`config.mk`:
```
export PLATFORM = sky130hd
export DESIGN_NAME = alu_seq_exec_flat
export DESIGN_NICKNAME = d
export VERILOG_FILES = /design/src/rtl/alu_seq_exec_if.sv /design/src/rtl/alu_seq_exec.sv /design/src/flat_wrapper.sv
export SDC_FILE = /design/constraint.sdc
export NUM_CORES = 1
export LEC_CHECK = 0
export CELL_PAD_IN_SITES_DETAIL_PLACEMENT = 1
export CELL_PAD_IN_SITES_GLOBAL_PLACEMENT = 1
export CORE_UTILIZATION = 43
export DETAILED_ROUTE_END_ITERATION = 8
export PLACE_DENSITY = 0.82
export SYNTH_ARGS = -nofsm -noshare
export SYNTH_HDL_FRONTEND = slang
export SYNTH_SLANG_ARGS = --single-unit
```
`constraint.sdc`:
```
create_clock -name clk -period 3.85 [get_ports clk]
set_input_delay 0.385 -clock clk [delete_from_list [all_inputs] [get_ports clk]]
set_output_delay 0.385 -clock clk [all_outputs]
set_load 0.03 [all_outputs]
```
`src/rtl/alu_seq_exec_if.sv`:
```
// ============================================================================
// alu_seq_exec_if : request/response handshake bundle for the ALU execute stage
// Rev 1.0
// ============================================================================
`default_nettype none

interface alu_seq_exec_if #(
  parameter int XLEN = 32
);
  logic            flush;
  logic            in_valid;
  logic            in_ready;
  logic [3:0]      alu_control;
  logic [XLEN-1:0] op_a;
  logic [XLEN-1:0] op_b;
  logic            out_valid;
  logic            out_ready;
  logic [XLEN-1:0] result;
  logic            zero;

  modport master (
    output flush, in_valid, alu_control, op_a, op_b, out_ready,
    input  in_ready, out_valid, result, zero
  );

  modport slave (
    input  flush, in_valid, alu_control, op_a, op_b, out_ready,
    output in_ready, out_valid, result, zero
  );
endinterface

`default_nettype wire

```
`src/rtl/alu_seq_exec.sv`:
```
// ============================================================================
// alu_seq_exec : execute stage, single-cycle ALU ops and bit-serial shifts
// Rev 1.0
// ============================================================================
`default_nettype none

module alu_seq_exec #(
  parameter int XLEN   = 32,
  parameter int SHAMTW = 5
) (
  input  wire logic       clk,
  input  wire logic       rst_n,
  alu_seq_exec_if.slave   bus
);

  localparam logic [3:0] ALU_NONE             = 4'd0;
  localparam logic [3:0] ALU_SHIFTL           = 4'd1;
  localparam logic [3:0] ALU_SHIFTR           = 4'd2;
  localparam logic [3:0] ALU_SHIFTR_ARITH     = 4'd3;
  localparam logic [3:0] ALU_ADD              = 4'd4;
  localparam logic [3:0] ALU_SUB              = 4'd5;
  localparam logic [3:0] ALU_XOR              = 4'd6;
  localparam logic [3:0] ALU_OR               = 4'd7;
  localparam logic [3:0] ALU_AND              = 4'd8;
  localparam logic [3:0] ALU_LESS_THAN_SIGNED = 4'd9;
  localparam logic [3:0] ALU_LESS_THAN        = 4'd10;
  localparam logic [3:0] ALU_COPY_B           = 4'd11;

  localparam logic [1:0] SH_LEFT  = 2'd0;
  localparam logic [1:0] SH_RIGHT = 2'd1;
  localparam logic [1:0] SH_ARITH = 2'd2;

  typedef enum logic [1:0] {
    ST_IDLE  = 2'd0,
    ST_SHIFT = 2'd1,
    ST_DONE  = 2'd2
  } state_t;

  state_t            state, state_nx;
  logic [SHAMTW-1:0] count, count_nx;
  logic [XLEN-1:0]   work, work_nx;
  logic [1:0]        sh_kind, sh_kind_nx;
  logic [XLEN-1:0]   result, result_nx;
  logic              zero, zero_nx;

  logic              accept;
  logic              is_shift;
  logic [1:0]        req_kind;
  logic [SHAMTW-1:0] shamt;
  logic [XLEN-1:0]   alu_out;
  logic [XLEN-1:0]   shift_one;

  assign accept = bus.in_valid && (state == ST_IDLE) && !bus.flush;
  assign shamt  = bus.op_b[SHAMTW-1:0];

  // Decode of the incoming request: shift class and single-cycle result.
  // A shift with zero amount completes immediately and returns op_a.
  always_comb begin
    is_shift = 1'b0;
    req_kind = SH_LEFT;
    alu_out  = '0;
    unique case (bus.alu_control)
      ALU_SHIFTL: begin
        is_shift = 1'b1;
        req_kind = SH_LEFT;
        alu_out  = bus.op_a;
      end
      ALU_SHIFTR: begin
        is_shift = 1'b1;
        req_kind = SH_RIGHT;
        alu_out  = bus.op_a;
      end
      ALU_SHIFTR_ARITH: begin
        is_shift = 1'b1;
        req_kind = SH_ARITH;
        alu_out  = bus.op_a;
      end
      ALU_ADD:              alu_out = bus.op_a + bus.op_b;
      ALU_SUB:              alu_out = bus.op_a - bus.op_b;
      ALU_XOR:              alu_out = bus.op_a ^ bus.op_b;
      ALU_OR:               alu_out = bus.op_a | bus.op_b;
      ALU_AND:              alu_out = bus.op_a & bus.op_b;
      ALU_LESS_THAN_SIGNED: alu_out = {{(XLEN-1){1'b0}}, ($signed(bus.op_a) < $signed(bus.op_b))};
      ALU_LESS_THAN:        alu_out = {{(XLEN-1){1'b0}}, (bus.op_a < bus.op_b)};
      ALU_COPY_B:           alu_out = bus.op_b;
      default:              alu_out = '0;
    endcase
  end

  always_comb begin
    shift_one = work;
    case (sh_kind)
      SH_LEFT:  shift_one = {work[XLEN-2:0], 1'b0};
      SH_RIGHT: shift_one = {1'b0, work[XLEN-1:1]};
      SH_ARITH: shift_one = {work[XLEN-1], work[XLEN-1:1]};
      default:  shift_one = work;
    endcase
  end

  // Next-state logic; flush overrides every transition but keeps result/zero.
  always_comb begin
    state_nx   = state;
    count_nx   = count;
    work_nx    = work;
    sh_kind_nx = sh_kind;
    result_nx  = result;
    zero_nx    = zero;

    if (bus.flush) begin
      state_nx = ST_IDLE;
      count_nx = '0;
    end else begin
      case (state)
        ST_IDLE: begin
          if (accept) begin
            if (is_shift && (shamt != '0)) begin
              state_nx   = ST_SHIFT;
              work_nx    = bus.op_a;
              count_nx   = shamt;
              sh_kind_nx = req_kind;
            end else begin
              state_nx  = ST_DONE;
              result_nx = alu_out;
              zero_nx   = (alu_out == '0);
            end
          end
        end
        ST_SHIFT: begin
          work_nx  = shift_one;
          count_nx = count - SHAMTW'(1);
          if (count == SHAMTW'(1)) begin
            state_nx  = ST_DONE;
            result_nx = shift_one;
            zero_nx   = (shift_one == '0);
          end
        end
        ST_DONE: begin
          if (bus.out_ready) begin
            state_nx = ST_IDLE;
          end
        end
        default: begin
          state_nx = ST_IDLE;
          count_nx = '0;
        end
      endcase
    end
  end

  always_ff @(posedge clk or negedge rst_n) begin
    if (!rst_n) begin
      state   <= ST_IDLE;
      count   <= '0;
      work    <= '0;
      sh_kind <= SH_LEFT;
      result  <= '0;
      zero    <= 1'b1;
    end else begin
      state   <= state_nx;
      count   <= count_nx;
      work    <= work_nx;
      sh_kind <= sh_kind_nx;
      result  <= result_nx;
      zero    <= zero_nx;
    end
  end

  assign bus.in_ready  = (state == ST_IDLE);
  assign bus.out_valid = (state == ST_DONE);
  assign bus.result    = result;
  assign bus.zero      = zero;

endmodule

`default_nettype wire

```
`src/flat_wrapper.sv`:
```
// flat-port wrapper written by rule: the top's interface ports become plain ports
module alu_seq_exec_flat 
#(
  parameter int XLEN   = 32,
  parameter int SHAMTW = 5
)
  (clk, rst_n, bus_flush, bus_in_valid, bus_alu_control, bus_op_a, bus_op_b, bus_out_ready, bus_in_ready, bus_out_valid, bus_result, bus_zero);
  alu_seq_exec_if #(.XLEN(XLEN)) bus_i ();
  input  wire logic clk;
  input  wire logic rst_n;
  input wire logic [$bits(bus_i.flush)-1:0] bus_flush;
  input wire logic [$bits(bus_i.in_valid)-1:0] bus_in_valid;
  input wire logic [$bits(bus_i.alu_control)-1:0] bus_alu_control;
  input wire logic [$bits(bus_i.op_a)-1:0] bus_op_a;
  input wire logic [$bits(bus_i.op_b)-1:0] bus_op_b;
  input wire logic [$bits(bus_i.out_ready)-1:0] bus_out_ready;
  output wire logic [$bits(bus_i.in_ready)-1:0] bus_in_ready;
  output wire logic [$bits(bus_i.out_valid)-1:0] bus_out_valid;
  output wire logic [$bits(bus_i.result)-1:0] bus_result;
  output wire logic [$bits(bus_i.zero)-1:0] bus_zero;
  assign bus_i.flush = bus_flush;
  assign bus_i.in_valid = bus_in_valid;
  assign bus_i.alu_control = bus_alu_control;
  assign bus_i.op_a = bus_op_a;
  assign bus_i.op_b = bus_op_b;
  assign bus_i.out_ready = bus_out_ready;
  assign bus_in_ready = bus_i.in_ready;
  assign bus_out_valid = bus_i.out_valid;
  assign bus_result = bus_i.result;
  assign bus_zero = bus_i.zero;
  alu_seq_exec #(.XLEN(XLEN), .SHAMTW(SHAMTW)) u_core (.clk(clk), .rst_n(rst_n), .bus(bus_i));
endmodule
```
Word-level counts from Yosys, hierarchy flattened. Cells that the tools add are included.

Memories kept: 0. Bits in latches: 0. Input bits: 73. Output and inout port bits: 35. Bits in writable memories: 0. Bits in registers: 74. Bits in read-only memories: 0. Word-level logic and storage cells: 81.

Reductions and logical operators: 16. Bitwise gates (word level): 4. Shift-type cells: 0. Multipliers: 0. Add/subtract/negate cells: 3. Eq/ne operators: 25. Muxes and demuxes: 25. Divide/modulo/power cells: 0. Order comparisons: 2.

Operator list (count): $pmux W32 S9 (1); $mux W32 (5); $pmux W32 S2 (2); $pmux W32 S3 (1); $logic_not A32 Y1 (2); $lt A32 B32 Y1 (2); $add A32 B32 Y32 (1); $and A32 B32 Y32 (1); $or A32 B32 Y32 (1); $sub A32 B32 Y32 (1); $xor A32 B32 Y32 (1); $eq A4 B3 Y1 const B (4); $eq A4 B4 Y1 const B (4); $mux W5 (3); $pmux W5 S3 (1); $mux W2 (5); $ne A3 B2 Y1 const B (3); $eq A4 B2 Y1 const B (2); $reduce_and A4 Y1 (2); $ne A2 B1 Y1 const B (3); $pmux W2 S3 (1); $reduce_and A3 Y1 (2); $eq A5 B1 Y1 const B (1); $reduce_and A5 Y1 (1); 16 further kinds (25).

Longest topological paths before layout. Gate-level depths: netlist of the first run.

Depth after elaboration: 8. Depth in mapped cells: 15. Mapped depth without buffers: 14.

Least setup slack after synthesis of the first run. Ideal clock, no wire load.

Kind: in2reg. From: input port bus_op_b[0]. To: register u_core.zero (netlist: u_core.bus.zero). Stages on the path: 14. Arrival time: 3829 ps. Required time: 3759 ps. Library setup time: 91 ps. Setup slack: -70 ps. Path buffers: 0. Cell sequence: ha_1 inv_1 fa_1 and2b_4 o221ai_2 a31o_4 o311ai_2 xnor2_1 a221oi_2 nor2_1 or4b_1 a2111o_1 or4b_1 o31ai_1.

Longest elaborated chain between the ends: 6. Elaborated cells on any way between the ends: 16. Those cells by class: add/sub (2); order compare (2); eq/ne (1); mux (4); bitwise (3); reduce/logical (4).

Ends and longest elaborated chain: start, declared (RTL line flat_wrapper.sv:15) `input wire logic [$bits(bus_i.op_b)-1:0] bus_op_b;`; $sub A32 B32 Y32 (tied with other cells) (RTL line alu_seq_exec.sv:79) `ALU_SUB: alu_out = bus.op_a - bus.op_b;`; $pmux W32 S9 (RTL line alu_seq_exec.sv:62) `unique case (bus.alu_control)`; $logic_not A32 Y1 (RTL line alu_seq_exec.sv:124) `zero_nx = (alu_out == '0);`; $mux W1 (RTL line alu_seq_exec.sv:116) `if (is_shift && (shamt != '0)) begin`; $mux W1 (RTL line alu_seq_exec.sv:115) `if (accept) begin`; $pmux W1 S2 (RTL line alu_seq_exec.sv:113) `case (state)`; end signal, assigned (RTL line alu_seq_exec.sv:164) `zero <= zero_nx;`; end, declared (RTL line alu_seq_exec.sv:44) `logic zero, zero_nx;`.

Several ways; a longest one is shown, not always the timed one. The select of a mux whose other input is x is not followed. A chain may end at the register's enable or synchronous reset.

Final worst setup path of the first run.
From: input port bus_op_b[8]. To: register u_core.zero (netlist: u_core.bus.zero).

Longest elaborated chain between the ends: 6. Elaborated cells on any way between the ends: 12. Those cells by class: add/sub (2); order compare (2); mux (4); bitwise (3); reduce/logical (1).

Ends and longest elaborated chain (RTL line): $sub A32 B32 Y32 (tied with other cells) (alu_seq_exec.sv:79); $pmux W32 S9 (*) (alu_seq_exec.sv:62); $logic_not A32 Y1 (*) (alu_seq_exec.sv:124); $mux W1 (*) (alu_seq_exec.sv:116); $mux W1 (*) (alu_seq_exec.sv:115); $pmux W1 S2 (*) (alu_seq_exec.sv:113).

Mark *: on every way between the ends. The rest lies on a longest branch, timed or not. The select of a mux whose other input is x is not followed.

==> flow_metrics.env, run 1 <==
export IMPL_wl_met2_um=28400
export IMPL_critPathLaunchType="input pin"
export IMPL_ys_ff_latch=74
export IMPL_avgSynthCellArea_um2=7.11
export IMPL_ant_nets=0
export IMPL_max_freq_mhz=245
export IMPL_synth_area_top_cells="dfrtp_1, ha_1, a21oi_1"
export IMPL_fp_dieArea_um2=25300
export IMPL_wl_met3_um=6280
export IMPL_finalNetCount=2097
export IMPL_ir_drop_mv=0.261
export IMPL_relSlewSlack_pct=20.2
export IMPL_synth_flop_cell="dfrtp_1"
export IMPL_slew_viol_final=0
export IMPL_fp_dieH_um=159
export IMPL_reg2reg_from="u_core.count[1]"
export IMPL_layout_drive_gt1_share_pct=30.9
export IMPL_path_class="in -> reg"
export IMPL_final_util_pct=65.5
export IMPL_insertion_delay_ps=360
export IMPL_drcViolationCount=0
export IMPL_r2r_cells=12
export IMPL_postCtsHoldBufs=0
export IMPL_synth_largest_area_cell="dfrtp_1"
export IMPL_port_buffers=107
export IMPL_layout_common_cells="buf_4, nand2_1, a21oi_1"
export IMPL_grt_start_max_net_pins=75
export IMPL_top_layer="met5"
export IMPL_syn_nets=1684
export IMPL_cts_sinks=74
export IMPL_arrival_ps=4350
export IMPL_place_congestion=0.973
export IMPL_fin_area_um2=15900
export IMPL_required_ps=4110
export IMPL_p_per_area_nw_per_um2=339
export IMPL_yosysSeqAreaShare_pct=17.5
export IMPL_grt_usage_pct=44.4
export IMPL_drt_wl_total_um=64100
export IMPL_failed_checks="setup timing"
export IMPL_hold_viol_final=0
export IMPL_dp_hpwl_um=42300
export IMPL_met1_length_um=23300
export IMPL_yosysTopAreaCellShare_pct=17.2
export IMPL_ff2ff_setup_slack_ps=-20
export IMPL_wire_per_inst_um=28.7
export IMPL_rows=57
export IMPL_core_area_um2=24200
export IMPL_post_place_ws_ps=-1070
export IMPL_cts_tree="done"
export IMPL_place_area_um2=14400
export IMPL_ys_warn_count=0
export IMPL_diodes=0
export IMPL_crit_fanout=10
export IMPL_vias=15023
export IMPL_numCtsBuffers=9
export IMPL_fin_crit_sh_pct=106
export IMPL_grt_overflow_total=0
export IMPL_synth_edf_count=0
export IMPL_critPathCaptureType="register"
export IMPL_hp_class="in -> async"
export IMPL_fin_skew_ps=18.0
export IMPL_grt_antenna_before_repair=2
export IMPL_setup_slack_ps=-238
export IMPL_clkTransAtPathRegs_ps=80
export IMPL_yosys_cell_types_count=80
export IMPL_fill_cells=2943
export IMPL_setup_violations=3
export IMPL_grt_pass1_vias=14727
export IMPL_synth_async_reset_ratio_pct=100
export IMPL_dr_pass1_iters=6
export IMPL_area_delta_synth_final_pct=49.9
export IMPL_rsz0062_at_grt="true"
export IMPL_final_common_cell="buf_4"
export IMPL_drt_vias_per_instance=6.73
export IMPL_p_leak_nw=7.15
export IMPL_die_w_um=159
export IMPL_rr_endpoint="u_core.bus.zero"
export IMPL_status="complete, but fails checks"
export IMPL_cap_violations=0
export IMPL_root_buffer="clkbuf_16"
export IMPL_first_iter_violations=1731
export IMPL_cts_path_max_buffers=2
export IMPL_syn_inst=1491
export IMPL_min_period_ps=4090
export IMPL_cts_max_level=3
export IMPL_netlist_area_um2=10600
export IMPL_grt_pass1_wl_um=87100
export IMPL_initial_core_util_pct=43.7
export IMPL_pin_count=108
export IMPL_tightestPinTransition_ps=1200
## where the power goes
group | internal [W] | switching (W)
clock | 0.000597 | 0.000411
combinational | 0.00129 | 0.00184
sequential | 0.00100 | 0.000250
total | 0.00289 | 0.00250
## worst max path at each step
stage | depth (start not counted) | slack (ps) | end | start
global route | 18 | -260 | u_core.bus.zero | bus_op_b[8]
detailed placement | 15 | -1070 | u_core.bus.zero | bus_op_b[0]
floorplan | 14 | 10 | u_core.bus.zero | bus_op_b[0]
global placement | 15 | -960 | u_core.bus.zero | bus_op_b[0]
CTS | 15 | -80 | u_core.bus.zero | bus_op_b[0]
finish | 18 | -240 | u_core.bus.zero | bus_op_b[8]
## state kept, by name (all words and copies together) (netlist names)
| signal | cells |
|---|---|
| u_core.work | 32 |
| u_core.state | 2 |
| u_core.bus.result | 32 |
| u_core.sh_kind | 2 |
| u_core.bus.zero | 1 |
| u_core.count | 5 |
## critical path, stage by stage
cell and delay, ps:
clkdlybuf4s50_1 480, inv_1 80, ha_4 260, buf_4 160
buf_4 190, nand2_1 120, nor2_2 70, buf_4 160
o2111ai_1 100, nand2b_1 150, a311oi_1 340, buf_4 170
xnor2_1 100, o221ai_1 400, nand2_1 290, nand4_1 180
or4b_4 530, o31ai_2 180
## layer usage
metal,track usage [%],vias to the layer above
met3,6.12,402
li1,-,6234
met1,53.9,7268
met4,28.2,2
met5,0,-
met2,74.2,1117
## per-stage QoR
| stage | power [W] | TNS [ps] | instances | hold slack, ps |
|---|---|---|---|---|
| after floorplan | 0.00259 | 0 | 1491 | 89.4 |
| after global placement | 0.00378 | -6180 | 2179 | 473 |
| after detailed placement | 0.00391 | -7800 | 2179 | 488 |
| after CTS | 0.00503 | -83.2 | 2218 | 231 |
| after global routing | 0.00553 | -540 | 2233 | 277 |
| final | 0.00538 | -286 | 2233 | 168 |
## cell type report
class | instances | area, µm² | share of cell area (%)
sequential | 74 | 1850 | 11.7
clock inverter | 6 | 95.1 | 0.599
inverter | 101 | 383 | 2.41
clock buffer | 10 | 239 | 1.50
timing repair buffer | 506 | 4140 | 26.1
tap | 324 | 405 | 2.55
multi-input combinational | 1212 | 8770 | 55.2
## Yosys cell counts (6+ instances only)
cell type,number
nand3_1,19
ha_1,118
nor2_1,141
o31ai_1,31
buf_2,7
nand2_1,149
a21oi_1,157
a211oi_1,17
xnor2_1,33
o211ai_1,47
o21ai_0,123
nor2b_1,25
o221ai_1,11
or2_2,8
nor3_1,29
nand2b_1,38
a221oi_1,14
inv_1,98
and3_1,9
o21a_1,9
or3_1,7
o21bai_1,14
and2_1,12
buf_1,8
a22oi_1,15
a311oi_1,6
nor4_1,13
a31oi_1,18
a21o_1,20
clkbuf_1,84
a221o_1,9
dfrtp_1,73
nand4_1,14
## cells by family after synthesis
kind of cell	synth area share, %
adder cells (fa/ha/maj)	14.3
multiplexers	1.00
AO/OA/AOI/OAI	35.3
AND/OR/NAND/NOR	21.2
buffers and inverters	7.59
XOR/XNOR	3.14
flip-flops	17.5
## what timing repair did
| action | 4_1_cts | 5_1_grt |
|---|---|---|
| pin swaps | 32 | 62 |
| setup buffers | 23 | 15 |
| resized for setup | 134 | 101 |
| hold endpoints to repair | 0 | 0 |
| setup endpoints to repair | 9 | 5 |
Note: power is estimated with default switching activity, not from simulation.
==> inputs of run 2 (changes only) <==
--- a/config.mk
+++ b/config.mk
@@ -7,6 +7,7 @@
 export LEC_CHECK = 0
 export CELL_PAD_IN_SITES_DETAIL_PLACEMENT = 1
 export CELL_PAD_IN_SITES_GLOBAL_PLACEMENT = 1
+export CORE_ASPECT_RATIO = 2
 export CORE_UTILIZATION = 43
 export DETAILED_ROUTE_END_ITERATION = 8
 export PLACE_DENSITY = 0.82
==> run 2 against run 1 <==
Effect of this change:
- the run now fails in 5_1_grt
- synthesized area unchanged
- synthesized cell count is the same
==> flow_metrics.env, run 2 <==
export IMPL_synth_flop_cell="dfrtp_1"
export IMPL_endpoint_type="register input"
export IMPL_port_buffers=107
export IMPL_fp_dieH_um=224
export IMPL_place_congestion=1.02
export IMPL_yosysSeqAreaShare_pct=17.5
export IMPL_syn_inst=1491
export IMPL_synth_area_top_cells="dfrtp_1, ha_1, a21oi_1"
export IMPL_synth_largest_area_cell="dfrtp_1"
export IMPL_grt_start_max_net_pins=75
export IMPL_status="aborted with a tool error"
export IMPL_synth_async_reset_ratio_pct=100
export IMPL_yosys_cell_types_count=80
export IMPL_rows=80
export IMPL_postCtsHoldBufs=0
export IMPL_pin_count=108
export IMPL_root_buffer="clkbuf_16"
export IMPL_cts_path_max_buffers=2
export IMPL_ys_ff_latch=74
export IMPL_grt_usage_pct=61.8
export IMPL_ys_warn_count=0
export IMPL_dp_hpwl_um=44200
export IMPL_haltStage="5_1_grt"
export IMPL_yosysMostFrequentCell="a21oi_1"
export IMPL_avgSynthCellArea_um2=7.11
export IMPL_die_w_um=113
export IMPL_yosysTopAreaCellShare_pct=17.2
export IMPL_numCtsBuffers=9
export IMPL_synth_edf_count=0
export IMPL_syn_nets=1684
export IMPL_worst_endpoint="u_core.bus.zero$_DFFE_PN1P_/D"
export IMPL_toolErrorMsg="[ERROR GRT-0232] Routing congestion too high. Check the congestion heatmap in the GUI."
export IMPL_initial_core_util_pct=44.1
export IMPL_cts_sinks=74
export IMPL_netlist_area_um2=10600
export IMPL_grt_overflow_total=61
export IMPL_cts_max_level=3
export IMPL_synthTopCellsByCount="a21oi_1, nand2_1, nor2_1"
export IMPL_dp_cells=2154
[run 2: cell counts after synthesis]
Identical to the previous run, type by type.
[run 2: logic make-up after synthesis]
logic type / Yosys count / synth area share [%]
adders and majority gates: 120 / 14.3
and+or+nand+nor: 480 / 21.2
buffers and inverters: 205 / 7.59
muxes: 10 / 1.00
AOI/OAI and AO/OA: 564 / 35.3
DFF: 74 / 17.5
xor gates and xnor gates: 38 / 3.14
[run 2: repair_timing]
item / in CTS
setup endpoints to repair: 10
pin swaps: 51
resized for setup: 178
hold endpoints to repair: 0
buffers inserted: 38
[run 2: metrics by stage]
stage / util [%] / TNS (ps) / area (µm²) / setup slack [ps] / hold slack (ps)
floorplan: - / 0 / 10600 / 10.7 / 89.4
CTS: 65.3 / 0 / 15700 / 0.200 / 208
global placement: 60.2 / -5750 / 14500 / -854 / 469
detailed placement: 60.2 / -7620 / 14500 / -963 / 483
[run 2: per-layer routing]
metal | GRT overflow | GRT usage, %
met1 | 0 | 58.4
met4 | 25 | 63.9
met3 | 1 | 34.1
met2 | 35 | 90.5
met5 | 0 | 4.44
==> inputs of run 3 (changes only) <==
==> config.mk (replaced) <==
export PLATFORM = sky130hd
export DESIGN_NAME = alu_seq_exec_flat
export DESIGN_NICKNAME = d
export VERILOG_FILES = /design/src/rtl/alu_seq_exec_if.sv /design/src/rtl/alu_seq_exec.sv /design/src/flat_wrapper.sv
export SDC_FILE = /design/constraint.sdc
export NUM_CORES = 1
export LEC_CHECK = 0
export CORE_UTILIZATION = 40
export DETAILED_ROUTE_END_ITERATION = 8
export PLACE_DENSITY_LB_ADDON = 0.15
export SYNTH_ARGS = -nofsm -noshare
export SYNTH_HDL_FRONTEND = slang
export SYNTH_SLANG_ARGS = --single-unit
==> run 3 against run 2 <==
Effect of this change:
- the run now ends clean
==> flow_metrics.env, run 3 (same netlist as run 1, synthesis figures left out) <==
export IMPL_hold_viol_final=0
export IMPL_insertion_delay_ps=350
export IMPL_root_buffer="clkbuf_16"
export IMPL_rr_endpoint="u_core.bus.zero"
export IMPL_ff2ff_setup_slack_ps=200
export IMPL_crit_fanout=5
export IMPL_fp_dieArea_um2=27200
export IMPL_initial_core_util_pct=40.7
export IMPL_cap_violations=0
export IMPL_rsz0062_at_grt="true"
export IMPL_tightestPinTransition_ps=1010
export IMPL_grt_pass1_vias=12546
export IMPL_critPathCaptureType="register"
export IMPL_vias=13110
export IMPL_fp_dieH_um=165
export IMPL_switchingPower_w=0.00212
export IMPL_port_buffers=107
export IMPL_drcViolationCount=0
export IMPL_rows=59
export IMPL_relSlewSlack_pct=32.4
export IMPL_postCtsHoldBufs=0
export IMPL_fill_cells=2441
export IMPL_cts_sinks=74
export IMPL_swShare_pct=42.7
export IMPL_cts_path_max_buffers=2
export IMPL_seqPwrFrac_pct=24.4
export IMPL_first_iter_violations=1188
export IMPL_ir_drop_mv=0.315
export IMPL_clkTransAtPathRegs_ps=60
export IMPL_p_per_area_nw_per_um2=311
export IMPL_max_freq_mhz=264
export IMPL_pin_count=108
export IMPL_drt_vias_per_instance=5.79
export IMPL_r2r_cells=12
export IMPL_grt_antenna_before_repair=1
export IMPL_grt_pass1_wl_um=71000
export IMPL_numCtsBuffers=9
export IMPL_dp_hpwl_um=36700
export IMPL_required_ps=4120
export IMPL_hp_class="in -> async"
export IMPL_top_regs="u_core.bus.result (32), u_core.work (32), u_core.count (5)"
export IMPL_wire_per_inst_um=20.8
export IMPL_setup_slack_ps=61.0
export IMPL_ant_nets=0
export IMPL_p_int_w=0.00284
export IMPL_arrival_ps=4060
export IMPL_layout_drive_gt1_share_pct=30.4
export IMPL_fin_skew_ps=8.04
export IMPL_critPathLaunchType="input pin"
export IMPL_layout_common_cells="buf_4, nand2_1, a21oi_1"
export IMPL_post_place_ws_ps=-851
export IMPL_reg2reg_from="u_core.count[1]"
export IMPL_pwr_share_clk_pct=18.2
export IMPL_grt_overflow_total=0
export IMPL_fin_crit_sh_pct=98.4
export IMPL_slew_viol_final=0
export IMPL_core_area_um2=26100
export IMPL_cts_max_level=3
export IMPL_drt_wl_total_um=47100
export IMPL_status="complete, no violations"
export IMPL_dr_pass1_iters=5
export IMPL_path_class="in -> reg"
export IMPL_area_delta_synth_final_pct=50.4
export IMPL_die_w_um=165
export IMPL_grt_usage_pct=34.5
export IMPL_p_leak_nw=7.26
export IMPL_tns_ps=0
export IMPL_setup_violations=0
export IMPL_finalNetCount=2115
export IMPL_place_congestion=0.964
export IMPL_cts_tree="done"
export IMPL_combinationalPowerShare_pct=57.4
export IMPL_final_common_cell="buf_4"
export IMPL_grt_start_max_net_pins=75
export IMPL_min_period_ps=3790
[run 3: timing repair]
action | 4_1_cts | 5_1_grt
endpoints found under the setup margin | 7 | 11
setup buffers | 36 | 18
pin swaps | 28 | 50
gates resized for setup | 95 | 123
[run 3: worst max-delay path, stage by stage]
cell             delay (ps)
clkdlybuf4s15_1         290
inv_1                   110
ha_4                    280
nor3b_1                 210
buf_4                   150
a2111oi_4                40
buf_4                   150
a2bb2oi_1               170
o21ai_2                 120
xnor2_2                 150
a221oi_2                280
nor2_1                   80
or4b_1                  520
a2111o_1                380
or4b_4                  550
o31ai_4                 170
[run 3: how the worst max path moves through the flow]
stage	start	slack [ps]	endpoint	depth (start not counted)
2_1_floorplan	bus_op_b[0]	10	u_core.bus.zero	14
3_3_place_gp	bus_op_a[0]	-800	u_core.bus.zero	15
3_5_place_dp	bus_op_b[0]	-850	u_core.bus.zero	15
4_1_cts	bus_alu_control[2]	-70	u_core.bus.zero	13
5_1_grt	bus_op_a[13]	-50	u_core.bus.zero	16
6_report	bus_op_a[11]	60	u_core.bus.zero	16
[run 3: power by group through the flow]
stage	registers, W	clock network [W]	logic (W)
finish	0.00121	0.000902	0.00285
global route	0.00124	0.000937	0.00307
CTS	0.00120	0.000909	0.00272
detailed placement	0.00121	0	0.00260
global placement	0.00121	0	0.00258
floorplan	0.00135	0	0.00124
[run 3: per-stage QoR]
stage	util [%]	hold slack, ps	std cells	area (µm²)	total power, W
final	61.2	176	2263	15900	0.00496
after global placement	55.6	472	2193	14500	0.00379
after detailed placement	55.6	483	2193	14500	0.00382
after floorplan	-	89.4	1491	10600	0.00259
after CTS	59.0	246	2245	15400	0.00483
after global routing	61.1	266	2262	15900	0.00525
[run 3: final cells by class]
class	instances	area, µm²	area share (%)
clock inverters	5	61.3	0.385
clock buffers	11	253	1.59
diodes	1	2.50	0.0157
inverters	101	383	2.40
well taps	335	419	2.63
repair buffers	524	4330	27.2
multi-input cells	1212	8640	54.2
flip-flops and latches	74	1850	11.6
[run 3: metal layers]
layer	track usage, %	routed length, µm	vias up
met5	0	0	-
met4	15.3	2280	0
met3	4.34	3040	99
met2	55.9	21200	533
met1	45.6	20600	6203
li1	-	-	6275
